**config.mk**
```make
export PLATFORM = sky130hd
export DESIGN_NAME = seg_scan_ctrl
export DESIGN_NICKNAME = d
export VERILOG_FILES = /design/src/rtl/seg_pkg.sv /design/src/rtl/seg_scan_tick.sv /design/src/rtl/seg_scan_ctrl.sv
export SDC_FILE = /design/constraint.sdc
export NUM_CORES = 1
export LEC_CHECK = 0
export CORE_MARGIN = 4
export CORE_UTILIZATION = 23
export DETAILED_ROUTE_END_ITERATION = 8
export PLACE_DENSITY_LB_ADDON = 0.05
export RECOVER_POWER = 50
export SLEW_MARGIN = 20
export SYNTH_ARGS = -nofsm -noshare
export SYNTH_HDL_FRONTEND = slang
export SYNTH_SLANG_ARGS = --single-unit
```
**constraint.sdc**
```tcl
create_clock -name clk -period 3.95 [get_ports clk]
set_input_delay 0.79 -clock clk [delete_from_list [all_inputs] [get_ports clk]]
set_output_delay 0.79 -clock clk [all_outputs]
set_load 0.1 [all_outputs]
```
**src/rtl/seg_pkg.sv**
```systemverilog
// Shared constants and width helper for the 7-segment scan controller.
package seg_pkg;

  localparam int SUB_SLOTS = 16;
  localparam int SUB_W     = 4;
  localparam int SEG_W_MAX = 64;

  // All-ones pattern, sliced to the real segment width where used.
  localparam logic [SEG_W_MAX-1:0] SEG_BLANK = '1;

  // Counter width for a modulus of n, never below one bit.
  function automatic int width_of(input int n);
    return (n > 1) ? $clog2(n) : 1;
  endfunction

endpackage

```
**src/rtl/seg_scan_tick.sv**
```systemverilog
// Scan timebase: prescaler, brightness sub-slot counter and digit index.
module seg_scan_tick
  import seg_pkg::*;
#(
  parameter int N_DIGITS = 8,
  parameter int DIV      = 2,
  parameter int IDX_W    = width_of(N_DIGITS),
  parameter int PRESC_W  = width_of(DIV)
) (
  input  logic             clk,
  input  logic             rst,
  output logic             tick,
  output logic [SUB_W-1:0] sub,
  output logic [IDX_W-1:0] idx,
  output logic             frame_start
);

  localparam logic [PRESC_W-1:0] PRESC_LAST = PRESC_W'(DIV - 1);
  localparam logic [IDX_W-1:0]   IDX_LAST   = IDX_W'(N_DIGITS - 1);
  localparam logic [SUB_W-1:0]   SUB_LAST   = SUB_W'(SUB_SLOTS - 1);

  logic [PRESC_W-1:0] presc;

  assign tick        = (presc == PRESC_LAST);
  assign frame_start = tick && (sub == SUB_LAST) && (idx == IDX_LAST);

  always_ff @(posedge clk or negedge rst) begin
    if (!rst) begin
      presc <= '0;
      sub   <= '0;
      idx   <= '0;
    end else begin
      presc <= tick ? '0 : presc + 1'b1;
      if (tick) begin
        sub <= sub + 1'b1;
        // idx only moves once all 16 brightness sub-slots of a digit are done
        if (sub == SUB_LAST)
          idx <= (idx == IDX_LAST) ? '0 : idx + 1'b1;
      end
    end
  end

endmodule

```
**src/rtl/seg_scan_ctrl.sv**
```systemverilog
// Frame-buffered N-digit 7-segment scan controller with PWM brightness and blanking.
// Optional per-digit blinking is compiled in when SEG_BLINK_EN is defined.
module seg_scan_ctrl
  import seg_pkg::*;
#(
  parameter int N_DIGITS = 8,
  parameter int SEG_W    = 8,
  parameter int DIV      = 2,
  parameter int BLINK_FR = 32
) (
  input  logic                      clk,
  input  logic                      rst,
  input  logic [N_DIGITS*SEG_W-1:0] digits,
  input  logic [N_DIGITS-1:0]       blank_mask,
  input  logic [3:0]                brightness,
`ifdef SEG_BLINK_EN
  input  logic [N_DIGITS-1:0]       blink_mask,
`endif
  output logic [SEG_W-1:0]          seg,
  output logic [N_DIGITS-1:0]       seg_en,
  output logic                      frame
);

  localparam int IDX_W = width_of(N_DIGITS);
  localparam logic [SEG_W-1:0] BLANK = SEG_BLANK[SEG_W-1:0];

  logic                           tick;
  logic                           frame_start;
  logic                           reload;
  logic [SUB_W-1:0]               sub;
  logic [IDX_W-1:0]               idx;
  logic [N_DIGITS-1:0][SEG_W-1:0] shadow;
  logic                           blink_hide;
  logic                           lit;
  logic [N_DIGITS-1:0]            en_next;
  logic [SEG_W-1:0]               seg_next;

  seg_scan_tick #(
    .N_DIGITS (N_DIGITS),
    .DIV      (DIV),
    .IDX_W    (IDX_W)
  ) u_tick (
    .clk         (clk),
    .rst         (rst),
    .tick        (tick),
    .sub         (sub),
    .idx         (idx),
    .frame_start (frame_start)
  );

  assign reload = tick && frame_start;

`ifdef SEG_BLINK_EN
  localparam int BFR_W = width_of(BLINK_FR);
  localparam logic [BFR_W-1:0] BFR_LAST = BFR_W'(BLINK_FR - 1);

  logic [BFR_W-1:0] bfr_cnt;
  logic             blink_on;

  always_ff @(posedge clk or negedge rst) begin
    if (!rst) begin
      bfr_cnt  <= '0;
      blink_on <= 1'b1;
    end else if (reload) begin
      if (bfr_cnt == BFR_LAST) begin
        bfr_cnt  <= '0;
        blink_on <= ~blink_on;
      end else begin
        bfr_cnt <= bfr_cnt + 1'b1;
      end
    end
  end

  assign blink_hide = !blink_on && blink_mask[idx];
`else
  assign blink_hide = 1'b0;
`endif

  // brightness and blank_mask act live so a change lands on the very next output update
  assign lit = (sub <= brightness) && !blank_mask[idx] && !blink_hide;

  always_comb begin
    en_next = '1;
    for (int k = 0; k < N_DIGITS; k++)
      if (lit && (idx == IDX_W'(k)))
        en_next[N_DIGITS-1-k] = 1'b0;
    seg_next = lit ? shadow[idx] : BLANK;
  end

  always_ff @(posedge clk or negedge rst) begin
    if (!rst) begin
      shadow <= {N_DIGITS{BLANK}};
      seg    <= BLANK;
      seg_en <= '1;
      frame  <= 1'b0;
    end else begin
      // seg/seg_en come from the pre-reload shadow, so the frame boundary is clean
      if (reload)
        shadow <= digits;
      seg    <= seg_next;
      seg_en <= en_next;
      frame  <= reload;
    end
  end

endmodule
```
**Yosys cells after proc, flatten, opt, wreduce, memory -nomap -nowiden**

Cells that the tools add are included.

- $add $sub $neg: 3
- Multipliers: 0
- Div/mod/pow operators: 0
- Order comparisons: 2
- Eq/ne operators: 8
- Shift-type cells: 0
- Multiplexer cells: 15
- Bitwise operators: 0
- Reductions and logical operators: 15

Operator list:

| cell | count |
|---|---|
| $bmux 8 s3 | 1 |
| $mux 8 | 2 |
| $eq 3x3->1 const B | 4 |
| $logic_and 1x1->1 | 12 |
| $mux 1 | 10 |
| $eq 3x2->1 const B | 2 |
| $add 4x1->4 const B | 1 |
| $eq 4x4->1 const B | 1 |
| $le 4x4->1 | 1 |
| $lt 3x4->1 const B | 1 |
| $add 3x1->3 const B | 1 |
| $bmux 1 s3 | 1 |
| $eq 3x1->1 const B | 1 |
| $logic_not 3->1 | 1 |
| $mux 3 | 1 |
| $reduce_and 2->1 | 1 |
| $add 1x1->1 const B | 1 |
| $logic_not 1->1 | 1 |

- Register bits: 89
- Bits in latches: 0
- Memory bits (writable): 0
- ROM bits: 0
- Input port bits: 78
- Output and inout bits: 17
- Word-level logic and storage cells: 57
- Memories: 0

**Logic depth before layout (Yosys ltp)**

- Word-level depth: 6
- Depth in mapped cells: 7
- Depth with buffers taken out: 6

**Hierarchy**

From an unflattened synthesis, not the netlist that was laid out.

- Cell total of the unflattened synthesis: 250
- Area total of the unflattened synthesis: 4061.4 µm²

By module, submodules not included:

| module | instances | cells an instance | area an instance (µm²) | sequential area each (µm²) |
|---|---|---|---|---|
| seg_scan_ctrl | 1 | 225 | 3694.8 | 2127.0 |
| seg_scan_tick | 1 | 25 | 366.6 | 200.2 |

**Worst setup path after synthesis**

OpenSTA, ideal clock, no wires.

- Kind: input to register
- Start: in brightness[1]
- End: reg seg[0]
- Data arrival time: 1.984 ns
- Data required time: 3.852 ns
- Slack: 1.868 ns
- Cell stages on the path: 7
- Path buffers: 1
- Path through: inv_1 ha_1 nor2b_1 o21ai_0 a32o_1 clkbuf_1 nand4_1

- Word-level cells in the longest chain between the ends: 3

RTL lines:

| element | RTL line | text |
|---|---|---|
| start, declared | seg_scan_ctrl.sv:15 | `input logic [3:0] brightness,` |
| $le 4x4->1 | seg_scan_ctrl.sv:80 | `assign lit = (sub <= brightness) && !blank_mask[idx] && !blink_hide;` |
| $logic_and 1x1->1 | seg_scan_ctrl.sv:80 |  |
| $mux 8 | seg_scan_ctrl.sv:87 | `seg_next = lit ? shadow[idx] : BLANK;` |
| named net seg_next[0] | seg_scan_ctrl.sv:36 | `logic [SEG_W-1:0] seg_next;` |
| end signal, assigned | seg_scan_ctrl.sv:100 | `seg <= seg_next;` |
| end, declared | seg_scan_ctrl.sv:19 | `output logic [SEG_W-1:0] seg,` |

The timed path passes the listed nets, and every way through them passes these cells.
A chain may end at the register's enable or synchronous reset.

**Worst setup path after layout**

- Start: reg seg[3]
- End: out seg[3]

No word-level cell between the ends.

==> results by group <==
Outcome
  – Status: finished, violations left
  – Failing checks: capacitance limit, slew limit

Worst setup path
  – Nature of the critical path startpoint: flop
  – CP top delay family: buffers and inverters
  – Maximum fanout along the worst path: 1
  – R2R depth: 3
  – WP data required: 3.16 ns
  – Buffers & Inverters on Critical Path: 1
  – Arrival @ worst endpoint: 2.03 ns
  – Worst R2R Setup Slack: 1.69 ns
  – RR Endpoint: shadow[19]$_DFFE_PN1P_
  – Setup Crit Path Kind: flop to output pin
  – Worst r2r src: u_tick.idx[2]$_DFFE_PN0N_
  – Worst path cell trace: clkdlybuf4s50_1
  – CP endpoint kind: output pin
  – Slowest CP cell: clkdlybuf4s50_1
  – Max incr delay on CP: 1.13 ns

Route
  – Total wire length: 10.1 mm
  – ANT nets after route: 0
  – Drt via density: 4.18
  – Initial DRC count: 59
  – WL/cell: 17.3 µm
  – Initial DRT Pass Iterations: 4
  – Residual DRC: 0
  – Vias: 2,435

Flow run
  – Max-cap check violation count: 1

Final layout
  – Syn-to-layout area delta: 34.4%
  – Finished Core Util: 31.6%
  – Final cell count without fillers: 582
  – Ratio of cells with drive above 1 in the final layout: 48.5%
  – Antenna cells: 0
  – Most frequent cells in the layout: clkdlybuf4s50_1, dfstp_2, mux2_2
  – Nets: 441
  – Most common cell after layout, fill and taps aside: clkdlybuf4s50_1

Hold path
  – Hold Crit Start: u_tick.sub[3]$_DFFE_PN0P_
  – Hold Crit Class: flop to flop
  – Worst Hold Path Cells: 1
  – Worst Hold Path EP: u_tick.sub[3]$_DFFE_PN0P_

Power and ir drop
  – Pint: 1560 µW
  – Clock power share: 40.2%
  – Combinational Power Share: 10.2%
  – Switching power: 451 µW
  – Lkg Pwr: 0.00214 µW
  – Sequential Power Share: 49.6%
  – Max rail drop VDD: 0.000214 V
  – Switching portion of total power: 22.5%
  – Power per cell area: 366 mW/mm²

Timing
  – Slew Viols, Final: 68
  – Hold slack final: 0.514 ns
  – Count of final hold-check violations: 0
  – Worst Clk Skew: 0.00431 ns
  – Final setup fails: 0
  – FMAX: 355 MHz
  – RSZ-0062 raised after global routing: no
  – Worst Tran Pin Value: 1.72 ns
  – Min Tclk post-route: 2.82 ns
  – Final setup TNS: 0 ns
  – Max_slew headroom: -14.9%
  – Final worst slack: 1.13 ns
  – Final Cycle Share: 71.4%

Placement
  – Detailed placer's ending HPWL: 6.67 mm
  – I/O Buffers: 94
  – Pre-CTS WS: 1.14 ns
  – Dpl cells: 566
  – Final GP Congestion: 0.678

Global route
  – First-pass GRT wire length: 15.4 mm
  – Largest net degree at the start of global routing: 68
  – GRT Overall Usage: 10.4%
  – Initial antenna violation count: 0
  – Grt ovf: 0
  – Vias in the first global route: 2,611

Clock network
  – PostCTS Resize Cnt: 0
  – Max Root-Sink Buffers: 2
  – CTS Hold Bufs: 0
  – Clock transition at the registers of the reported paths: 0.06 ns
  – CTS buffer count: 9
  – H-tree lvl count: 3
  – Clk sinks: 89
  – Root Buffer: clkbuf_16
  – CTS tree: built
  – Clock Latency Late Sink: 0.34 ns
  – Setup bufs post-CTS: 0

Yosys
  – Cells after Synth: 259
  – Largest family of logic cells by synthesized area: multiplexers
  – Seq cells post-synth: 89
  – Post-Synth XOR/XNOR Area: 0.644%
  – Sequential-to-total area share from yosys stat: 57.1%
  – Netlist cell types: 24
  – Mux cell area share after synthesis: 29.2%
  – Synth Area in Adders: 3.38%
  – Mapped cell area: 0.00408 mm²
  – Compound-Gate Fraction of Synth Area: 0.859%
  – Avg Synthesized Cell Area: 15.7 µm²
  – Synth Warn #: 0
  – Post-synthesis simple-gate area fraction: 5.09%
  – Syn nets: 348

Die
  – Starting Density: 23.5%
  – Die Wd: 141 µm
  – Die ar.: 0.0199 mm²
  – I/O Pins: 95
  – Cell Rows: 48
  – Die H: 141 µm
  – Core area: 0.0174 mm²
final cells by class:
cell class,count,area [µm²]
clock buffers,14,264
clock inverters,2,12.5
fillers,1726,11900
inverters,10,37.5
multi-input cells,145,1600
flip-flops and latches,89,2330
well taps,225,282
repair buffers,97,955
worst max-delay path by stage:
stage	start	slack, ns	depth (start not counted)	end
after global placement	brightness[1]	1.22	7	seg_en[1]$_DFF_PN1_
final	seg[3]$_DFF_PN1_	1.13	1	seg[3]
after global routing	rst	0.88	2	shadow[56]$_DFFE_PN1P_
after CTS	seg[3]$_DFF_PN1_	1.11	1	seg[3]
after floorplan	brightness[1]	1.87	7	seg[0]$_DFF_PN1_
after detailed placement	brightness[1]	1.14	7	seg[4]$_DFF_PN1_
power by group through the flow:
stage          combinational [µW]  sequential [µW]  clock (µW)
2_1_floorplan                61.0             1040           0
3_3_place_gp                  209             1010           0
3_5_place_dp                  210             1010           0
4_1_cts                       211              996         853
5_1_grt                       221             1000         877
6_report                      204              996         807
stage by stage:
stage	power [µW]	cell area, µm²
3_3_place_gp	1220	5210
6_report	2010	5480
5_1_grt	2100	5480
3_5_place_dp	1220	5210
4_1_cts	2060	5490
2_1_floorplan	1100	4080
sequential cells by signal, indices dropped and copies added (netlist names):
signal and flops:
frame 1, shadow 64, u_tick.sub 4, seg_en 8, u_tick.tick 1, seg 8, u_tick.idx 3
synthesized netlist by cell type:
| cell | count | area [µm²] |
|---|---|---|
| mux2_2 | 65 | 732 |
| buf_4 | 1 | 7.51 |
| and2_1 | 1 | 6.26 |
| dfrtp_1 | 9 | 225 |
| nand3_1 | 2 | 10.0 |
| o21ai_0 | 4 | 20.0 |
| nand2_1 | 19 | 71.3 |
| dfstp_2 | 80 | 2100 |
| mux4_1 | 8 | 210 |
| nand4_1 | 16 | 100 |
| nor2b_1 | 1 | 6.26 |
| or3_1 | 1 | 6.26 |
| inv_1 | 10 | 37.5 |
| xnor2_1 | 2 | 17.5 |
| ha_1 | 11 | 138 |
| clkbuf_1 | 4 | 15.0 |
| buf_6 | 7 | 78.8 |
| a21oi_1 | 1 | 5.00 |
| a32o_1 | 1 | 10.0 |
| buf_2 | 3 | 15.0 |
| nand3b_1 | 1 | 7.51 |
| xor2_1 | 1 | 8.76 |
| mux4_2 | 10 | 225 |
| mux2i_4 | 1 | 22.5 |
logic make-up after synthesis:
group           after synthesis
flops                        89
mux                          84
simple gates                 41
buf+inv                      25
fa+ha+maj                    11
compound gates                6
xor+xnor                      3
per-layer routing:
metal,share of wire (%),track usage (%)
met3,6.1,3.73
met4,1.7,4.13
met1,44,13.2
met2,48,16.3
met5,0,0
(Power assumes the default switching activity.)
